<file path="config.mk">
export PLATFORM = sky130hd
export DESIGN_NAME = pwm_multi_dt
export DESIGN_NICKNAME = d
export VERILOG_FILES = /design/src/rtl/pwm_pkg.sv /design/src/rtl/pwm_deadtime.sv /design/src/rtl/pwm_multi_dt.sv
export SDC_FILE = /design/constraint.sdc
export NUM_CORES = 1
export LEC_CHECK = 0
export ABC_AREA = 1
export BUFFER_PORTS_ARGS = -buffer_cell sky130_fd_sc_hd__buf_4
export CAP_MARGIN = 0
export CORE_MARGIN = 1
export CORE_UTILIZATION = 41
export CTS_BUF_LIST = sky130_fd_sc_hd__clkbuf_4
export DETAILED_ROUTE_END_ITERATION = 12
export PLACE_DENSITY_LB_ADDON = 0.15
export SETUP_SLACK_MARGIN = 0.05
export SLEW_MARGIN = 20
export SYNTH_ARGS = -nofsm -noshare
export SYNTH_HDL_FRONTEND = slang
export SYNTH_SLANG_ARGS = --single-unit
export TNS_END_PERCENT = 5
</file>
<file path="constraint.sdc">
create_clock -name clk -period 3.6 [get_ports clk]
set_clock_uncertainty 0.2 [all_clocks]
set_input_delay 0.18 -clock clk [delete_from_list [all_inputs] [get_ports clk]]
set_output_delay 0.18 -clock clk [all_outputs]
set_load 0.01 [all_outputs]
</file>
<file path="src/rtl/pwm_pkg.sv">
// Shared types and default sizes for the multi-channel dead-time PWM.
//   pwm_mode_t : counting mode latched at each period boundary
//   pwm_dir_t  : counter direction (centre-aligned mode)
//   dt_state_t : per-channel dead-time state machine encoding
package pwm_pkg;

  localparam int unsigned PWM_WIDTH = 11;
  localparam int unsigned PWM_NCH   = 2;
  localparam int unsigned PWM_DT_W  = 6;

  typedef enum logic {PWM_EDGE, PWM_CENTER} pwm_mode_t;

  typedef enum logic {UP, DOWN} pwm_dir_t;

  typedef enum logic [1:0] {OFF_BOTH, HI_ON, LO_ON, WAIT} dt_state_t;

endpackage

</file>
<file path="src/rtl/pwm_deadtime.sv">
// Per-channel complementary output stage with dead-time insertion.
// Ports:
//   clk, rst  : clock, asynchronous active-high reset
//   en        : channel enable; low forces both outputs off and clears the counter
//   raw       : compare result for this channel (1 = high side wanted)
//   deadtime  : required raw stability, in clk cycles, before an output turns on
//   hi, lo    : registered high/low-side drives, never both 1
module pwm_deadtime
  import pwm_pkg::*;
#(
  parameter int unsigned DT_W = PWM_DT_W
) (
  input  logic            clk,
  input  logic            rst,
  input  logic            en,
  input  logic            raw,
  input  logic [DT_W-1:0] deadtime,
  output logic            hi,
  output logic            lo
);

  dt_state_t       state, state_nx;
  logic [DT_W-1:0] dcnt, dcnt_nx;
  logic            raw_q;
  logic            raw_edge;
  logic            restart;

  assign raw_edge = raw ^ raw_q;

  always_ff @(posedge clk or posedge rst) begin
    if (rst) begin
      state <= OFF_BOTH;
      dcnt  <= '0;
      raw_q <= 1'b0;
      hi    <= 1'b0;
      lo    <= 1'b0;
    end else begin
      state <= state_nx;
      dcnt  <= dcnt_nx;
      raw_q <= raw;
      hi    <= (state_nx == HI_ON);
      lo    <= (state_nx == LO_ON);
    end
  end

  // Leaving OFF_BOTH is handled like a raw edge, so both sides wait the
  // dead-time after enable. dcnt counts cycles of stable raw including the
  // edge cycle itself, which gives turn-on deadtime+1 cycles after the change.
  always_comb begin
    state_nx = state;
    dcnt_nx  = dcnt;
    restart  = 1'b0;
    if (!en) begin
      state_nx = OFF_BOTH;
      dcnt_nx  = '0;
    end else begin
      case (state)
        OFF_BOTH:     restart = 1'b1;
        HI_ON, LO_ON: restart = raw_edge;
        WAIT: begin
          if (raw_edge) begin
            restart = 1'b1;
          end else if (dcnt >= deadtime) begin
            state_nx = raw ? HI_ON : LO_ON;
            dcnt_nx  = '0;
          end else begin
            dcnt_nx = dcnt + DT_W'(1);
          end
        end
        default: state_nx = OFF_BOTH;
      endcase
      if (restart) begin
        if (deadtime == '0) begin
          state_nx = raw ? HI_ON : LO_ON;
          dcnt_nx  = '0;
        end else begin
          state_nx = WAIT;
          dcnt_nx  = DT_W'(1);
        end
      end
    end
  end

endmodule

</file>
<file path="src/rtl/pwm_multi_dt.sv">
// Multi-channel PWM generator with programmable period, edge/centre-aligned
// counting, double-buffered duty/period and per-channel dead-time outputs.
// Ports:
//   clk, rst      : clock, asynchronous active-high reset
//   en            : run enable; low holds the counter at 0 and outputs off
//   center        : 0 = edge-aligned, 1 = centre-aligned (latched at boundary)
//   period_in/wr  : period shadow write
//   duty_in/wr    : packed per-channel duty shadow writes (ch i = [i*WIDTH +: WIDTH])
//   deadtime      : dead-time in cycles, shared by all channels
//   pwm_hi/pwm_lo : registered complementary drives per channel
//   period_start  : registered one-cycle pulse aligned with cnt==0 of each period
module pwm_multi_dt
  import pwm_pkg::*;
#(
  parameter int unsigned WIDTH = PWM_WIDTH,
  parameter int unsigned NCH   = PWM_NCH,
  parameter int unsigned DT_W  = PWM_DT_W
) (
  input  logic                 clk,
  input  logic                 rst,
  input  logic                 en,
  input  logic                 center,
  input  logic [WIDTH-1:0]     period_in,
  input  logic                 period_wr,
  input  logic [NCH*WIDTH-1:0] duty_in,
  input  logic [NCH-1:0]       duty_wr,
  input  logic [DT_W-1:0]      deadtime,
  output logic [NCH-1:0]       pwm_hi,
  output logic [NCH-1:0]       pwm_lo,
  output logic                 period_start
);

  logic [WIDTH-1:0] cnt, cnt_nx;
  pwm_dir_t         dir, dir_nx;
  pwm_mode_t        mode;
  logic             run_q;
  logic [WIDTH-1:0] period_act, period_sh;
  logic             bnd;
  logic [NCH-1:0]   raw;
  logic             en_dt;

  always_comb begin
    cnt_nx = cnt;
    dir_nx = dir;
    if (period_act == '0) begin
      cnt_nx = '0;
      dir_nx = UP;
    end else if (mode == PWM_EDGE) begin
      cnt_nx = (cnt >= period_act) ? '0 : cnt + WIDTH'(1);
    end else if (dir == UP) begin
      if (cnt >= period_act) begin
        cnt_nx = cnt - WIDTH'(1);
        dir_nx = DOWN;
      end else begin
        cnt_nx = cnt + WIDTH'(1);
      end
    end else begin
      cnt_nx = (cnt <= WIDTH'(1)) ? '0 : cnt - WIDTH'(1);
    end
  end

  // The first enabled cycle (run_q still low) is a boundary too, so a fresh
  // start always loads the shadows and emits period_start.
  assign bnd = !run_q || (cnt_nx == '0);

  always_ff @(posedge clk or posedge rst) begin
    if (rst) begin
      cnt          <= '0;
      dir          <= UP;
      mode         <= PWM_EDGE;
      run_q        <= 1'b0;
      period_act   <= '1;
      period_start <= 1'b0;
    end else if (!en) begin
      cnt          <= '0;
      dir          <= UP;
      run_q        <= 1'b0;
      period_start <= 1'b0;
    end else begin
      run_q        <= 1'b1;
      period_start <= bnd;
      if (bnd) begin
        cnt        <= '0;
        dir        <= UP;
        mode       <= center ? PWM_CENTER : PWM_EDGE;
        period_act <= period_sh;
      end else begin
        cnt <= cnt_nx;
        dir <= dir_nx;
      end
    end
  end

  always_ff @(posedge clk or posedge rst) begin
    if (rst) begin
      period_sh <= '1;
    end else if (period_wr) begin
      period_sh <= period_in;
    end
  end

  // Output stages are held off during the start-up boundary cycle so they
  // first see raw computed from the freshly loaded duty.
  assign en_dt = en & run_q;

  for (genvar g = 0; g < NCH; g++) begin : g_ch
    logic [WIDTH-1:0] duty_sh, duty_act;

    always_ff @(posedge clk or posedge rst) begin
      if (rst) begin
        duty_sh  <= '0;
        duty_act <= '0;
      end else begin
        if (duty_wr[g]) duty_sh <= duty_in[g*WIDTH +: WIDTH];
        if (en && bnd)  duty_act <= duty_sh;
      end
    end

    assign raw[g] = (cnt < duty_act);

    pwm_deadtime #(.DT_W(DT_W)) u_dt (
      .clk      (clk),
      .rst      (rst),
      .en       (en_dt),
      .raw      (raw[g]),
      .deadtime (deadtime),
      .hi       (pwm_hi[g]),
      .lo       (pwm_lo[g])
    );
  end

endmodule

</file>
Word level (Yosys, flattened, before mapping). Index checks and enable logic that the tools add are counted.

Register bits after elaboration: 103. Input bits: 46. Word-level logic and storage cells: 110.

$add $sub $neg: 4. Magnitude comparators: 6. Eq/ne operators: 15. Muxes and demuxes: 48. Bitwise gates (word level): 3. Reduce and logical (&&, ||, !) cells: 13.

Operators with widths (number): $mux 11 (8); $mux 6 (10); $mux 2 (14); $logic_not 11->1 (2); $lt 11x11->1 (2); $mux 1 (14); $add 6x1->6 const B (2); $eq 2x2->1 const B (6); $ge 6x6->1 (2); $add 11x1->11 const B (1); $ge 11x11->1 (1); $le 11x1->1 const B (1); $sub 11x1->11 const B (1); $ne 3x3->1 const B (3); $eq 2x1->1 const B (4); $logic_not 6->1 (1); $pmux 1 s3 (2); $reduce_and 2->1 (3); $logic_not 2->1 (2); $ne 4x1->1 const B (1); $reduce_or 2->1 (2); $ne 3x1->1 const B (1); $xor 1x1->1 (2); $and 1x1->1 (1); 3 further kinds (3).

Longest topological paths before layout.
Word-level depth: 9. Depth in mapped cells: 22. Gate-level depth less buffers: 21.

By module. From an unflattened synthesis, not the netlist that was laid out.

Cell total of the unflattened synthesis: 760. Area total of the unflattened synthesis: 6218.5 um2.

By module, submodules not included: pwm_multi_dt (times used 1, cells an instance 536, area an instance 4616.9 um2); pwm_deadtime (times used 2, cells an instance 112, area an instance 800.8 um2).

Least setup slack after synthesis. Ideal clock, no wire load.

Path kind: reg-to-reg. From: register period_act[10]. To: register mode. Arrival: 2.337 ns. Required time: 3.283 ns. Setup slack: 0.946 ns. Cell stages (with the launch flop): 22. Path buffers: 1. Period minus slack after synthesis: 2.654 ns. Cells stage by stage: dfstp_2 -> inv_1 -> ha_1 -> nand2_1 -> inv_2 -> nand2_1 -> nand2_1 -> clkinv_1 -> nand2_1 -> nor2_4 -> nand2_1 -> nand2_1 -> nand3_1 -> nand3_1 -> nand2_1 -> nor2_1 -> nand3_2 -> nand2_4 -> nand2_4 -> buf_6 -> nand2_1 -> nand2_1.

Cells in the longest elaborated chain, start to end: 8.

Ends and longest elaborated chain: from (decl) (RTL line pwm_multi_dt.sv:37) `logic [WIDTH-1:0] period_act, period_sh;`; from (signal assigned) (RTL line pwm_multi_dt.sv:86) `period_act <= period_sh;`; $ge 11x11->1 (RTL line pwm_multi_dt.sv:49, pwm_multi_dt.sv:51); $mux 11 (RTL line pwm_multi_dt.sv:51) `if (cnt >= period_act) begin`; $mux 11 (RTL line pwm_multi_dt.sv:50) `end else if (dir == UP) begin`; $mux 11 (RTL line pwm_multi_dt.sv:48) `end else if (mode == PWM_EDGE) begin`; $mux 11 (*) (RTL line pwm_multi_dt.sv:45) `if (period_act == '0) begin`; $logic_not 11->1 (*) (RTL line pwm_multi_dt.sv:64) `assign bnd = !run_q || (cnt_nx == '0);`; $logic_or 1x1->1 (*) (RTL line pwm_multi_dt.sv:64); $reduce_and 2->1 (no line) (*); to (signal assigned) (RTL line pwm_multi_dt.sv:85) `mode <= center ? PWM_CENTER : PWM_EDGE;`; to (decl) (RTL line pwm_multi_dt.sv:35) `pwm_mode_t mode;`.

Every way passes the cells marked *; elsewhere a longest branch is shown, timed or not. A chain may end at the register's enable or synchronous reset.

Final worst setup path.
From: register period_act[10]. To: register period_act[0].

Cells in the longest elaborated chain, start to end: 8.

Ends and longest elaborated chain (RTL line): $ge 11x11->1 (pwm_multi_dt.sv:49, pwm_multi_dt.sv:51); $mux 11 (pwm_multi_dt.sv:51); $mux 11 (pwm_multi_dt.sv:50); $mux 11 (pwm_multi_dt.sv:48); $mux 11 (*) (pwm_multi_dt.sv:45); $logic_not 11->1 (*) (pwm_multi_dt.sv:64); $logic_or 1x1->1 (*) (pwm_multi_dt.sv:64); $reduce_and 2->1 (no line) (*).

Marked as above.

==> impl_metrics.yaml <==
run_status:
  status: "finished clean"
yosys:
  yosys_warnings: 0
  async_reset_ff_frac: 1.00
  synth-seq-area-share: 0.429
  ys_types: 39
  synth_nets: 816
  synth_flop_cell: "dfrtp_1"
  netlist_area_mm2: 0.00607
  ys_ff_latch: 103
  syn_inst: 722
  postSynthAreaPerCell_um2: 8.41
  synth_edf_count: 0
worst_setup_path:
  worstPathRequired_ps: 3830
  r2r-start: "period_act[10]"
  arrival_ps: 3400
  start_kind: "flop"
  path_class: "reg -> reg"
  cp-startpoint: "period_act[10]"
  endpoint_kind: "flop"
  worst-path-max-fanout: 35
cells_and_area:
  seqCellArea_mm2: 0.00261
  layout_common_cells: "nand2_1 (172), inv_1 (94), nand3_1 (81), dfrtp_1 (81), dlygate4sd3_1 (73)"
  syn2layout_area_growth_pct: 23.2
  diodes: 0
  multi_input_area_mm2: 0.00297
  n_fill_cell: 1352
  finalNetCount: 940
  layout-drive-gt1-share: 0.174
  final_common_cell: "nand2_1"
sta:
  hold_viol: 0
  period_needed_ps: 3160
  setup_viol: 0
  drv_slew: 0
  worstMarginPinSlew_ps: 797
  rsz0062_at_grt: "false"
  setup_tns_ps: 0
  period_share: 0.879
  slew_headroom: 0.468
  fmax_mhz: 316
drt:
  drt_wl_total_mm: 14.2
  post_drt_wl_per_cell_um: 13.7
  vias: 5165
  vias_per_cell: 4.99
  drt_iter0_drc: 282
  drc: 0
  ant_nets: 0
  drtPass1Iterations: 5
clock_network:
  cts.repair.resized: 0
  post_cts_buffers: 0
  cts_tree: "done"
  cts_hold_buf: 73
  worstSkewPairLatency_ps: 490
  htree_levels: 3
  root_buffer: "clkbuf_4"
  cts_buffers: 9
  cts_sinks: 103
  clk_pin_slew_ps: 150
  cts.path.max_buffers: 2
grt:
  grt_pass1_wl_mm: 23.9
  antenna_found_initial: 0
  use_met2: 0.347
  grt_pass1_vias: 5056
  grt_max_degree: 66
  grt_usage: 0.206
  gr-usage-met3: 0.0485
  grt-busiest-layer: "met2"
  globalRouteOverflowTotal: 0
  use_met1: 0.265
power:
  power.density_mw_per_mm2: 446
  switching_power_mw: 1.26
  power_leakage_nw: 3.86
  swShare: 0.377
  total_power_mw: 3.33
  power.internal_mw: 2.08
  max-vdd-ir-drop_mv: 0.274
  power.share.combinational: 0.356
  power_frac_seq: 0.478
  p_clk_frac: 0.166
floorplanning:
  die_h_um: 124
  die_w_um: 124
  initial_core_util: 0.419
  coreArea_mm2: 0.0145
  die-area_mm2: 0.0153
  io-pin-count: 51
  placementRows: 44
placed_design:
  io_buffers: 50
  gp_congestion: 0.977
  post-dp-hpwl_mm: 9.92
worst_hold_path:
  hold_class: "in -> async"
flow_run:
  drv_cap: 0
## state kept, by name, indices dropped and copies added, names as in the netlist
register	flops
run_q	1
mode	1
cnt	11
dir	1
period_act	11
g_ch.u_dt.hi	2
g_ch.duty_act	22
g_ch.duty_sh	22
g_ch.u_dt.lo	2
period_sh	11
g_ch.u_dt.state	4
g_ch.u_dt.dcnt	12
g_ch.u_dt.raw_q	2
period_start	1
## cell type report
type / instances / area share
clock buffer: 10 / 0.0100
clock inverter: 6 / 0.00652
inverter: 101 / 0.0510
multi-input combinational: 499 / 0.397
sequential: 103 / 0.348
tap: 184 / 0.0308
timing repair buffer: 132 / 0.157
## stage by stage
| step | util | hold slack (ps) | cells | area (µm²) | worst slack (ps) |
|---|---|---|---|---|---|
| 2_1_floorplan | - | 11.4 | 722 | 6070 | 553 |
| 5_1_grt | 0.517 | 218 | 1035 | 7480 | 80.1 |
| 3_5_place_dp | 0.458 | 188 | 946 | 6630 | 451 |
| 4_1_cts | 0.517 | 178 | 1035 | 7480 | 410 |
| 3_3_place_gp | 0.458 | 177 | 946 | 6630 | 520 |
| 6_report | 0.517 | 192 | 1035 | 7480 | 436 |
## cells in the mapped netlist (2+ instances only)
library cell / count / area, µm²
a21oi_1: 25 / 125
buf_2: 2 / 10.0
buf_4: 7 / 52.6
buf_6: 3 / 33.8
clkbuf_1: 7 / 26.3
dfrtp_1: 81 / 2030
dfstp_2: 22 / 578
ha_1: 48 / 601
inv_1: 95 / 357
inv_2: 5 / 18.8
mux2_2: 33 / 372
nand2_1: 172 / 646
nand2_4: 2 / 22.5
nand3_1: 81 / 405
nand3_2: 2 / 20.0
nand3b_1: 2 / 15.0
nand4_1: 11 / 68.8
nor2_1: 55 / 206
nor2_4: 3 / 33.8
nor3_1: 13 / 65.1
o211ai_1: 2 / 15.0
o21a_1: 4 / 30.0
o21ai_0: 17 / 85.1
xnor2_1: 4 / 35.0
xor2_1: 12 / 105
## cells by family after synthesis
| family | Yosys count | synth area share |
|---|---|---|
| compound gates | 55 | 0.0513 |
| xor+xnor | 16 | 0.0231 |
| fa+ha+maj | 48 | 0.0989 |
| buf+inv | 120 | 0.0826 |
| flops | 103 | 0.429 |
| mux | 33 | 0.0612 |
| simple gates | 347 | 0.254 |
## critical path, stage by stage (launching register included)
cell and delay (ps):
dfstp_2 580, inv_1 40, ha_1 290, nand2_1 100
inv_2 40, nand2_1 50, nand2_1 60, clkinv_1 50
nand2_1 70, nor2_4 160, nand2_1 150, nand2_1 130
nand3_1 80, nand3_1 120, nand2_1 60, nor2_1 140
nand3_2 110, nand2_4 90, buf_4 330, nand3_1 130
nand2_1 90
## routing by layer
layer  share of wire  vias up
met5               0        -
met4           0.016        0
met3           0.038       21
met2            0.48       92
met1            0.46     2450
li1                -     2602
## path summary, 6_finish.rpt
kind                                   endpoint  slack (ps)  cells past startpoint
hold reg to reg                   period_act[5]         280                      2
max in group asynchronous  g_ch[0].u_dt.dcnt[5]        2190                      4
min in group clk           g_ch[1].u_dt.dcnt[1]         240                      7
hold / removal               g_ch[0].duty_sh[3]         190                      3
setup / recovery                  period_act[0]         440                     20
setup reg to reg                  period_act[0]         440                     20
## power by group through the flow
stage	clock (mW)	sequential [mW]	combinational (mW)
2_1_floorplan	0	1.57	0.875
3_3_place_gp	0	1.61	1.06
3_5_place_dp	0	1.61	1.10
4_1_cts	0.585	1.59	1.19
5_1_grt	0.627	1.62	1.39
6_report	0.554	1.59	1.19
No activity file was read; power rests on OpenSTA's default activity.
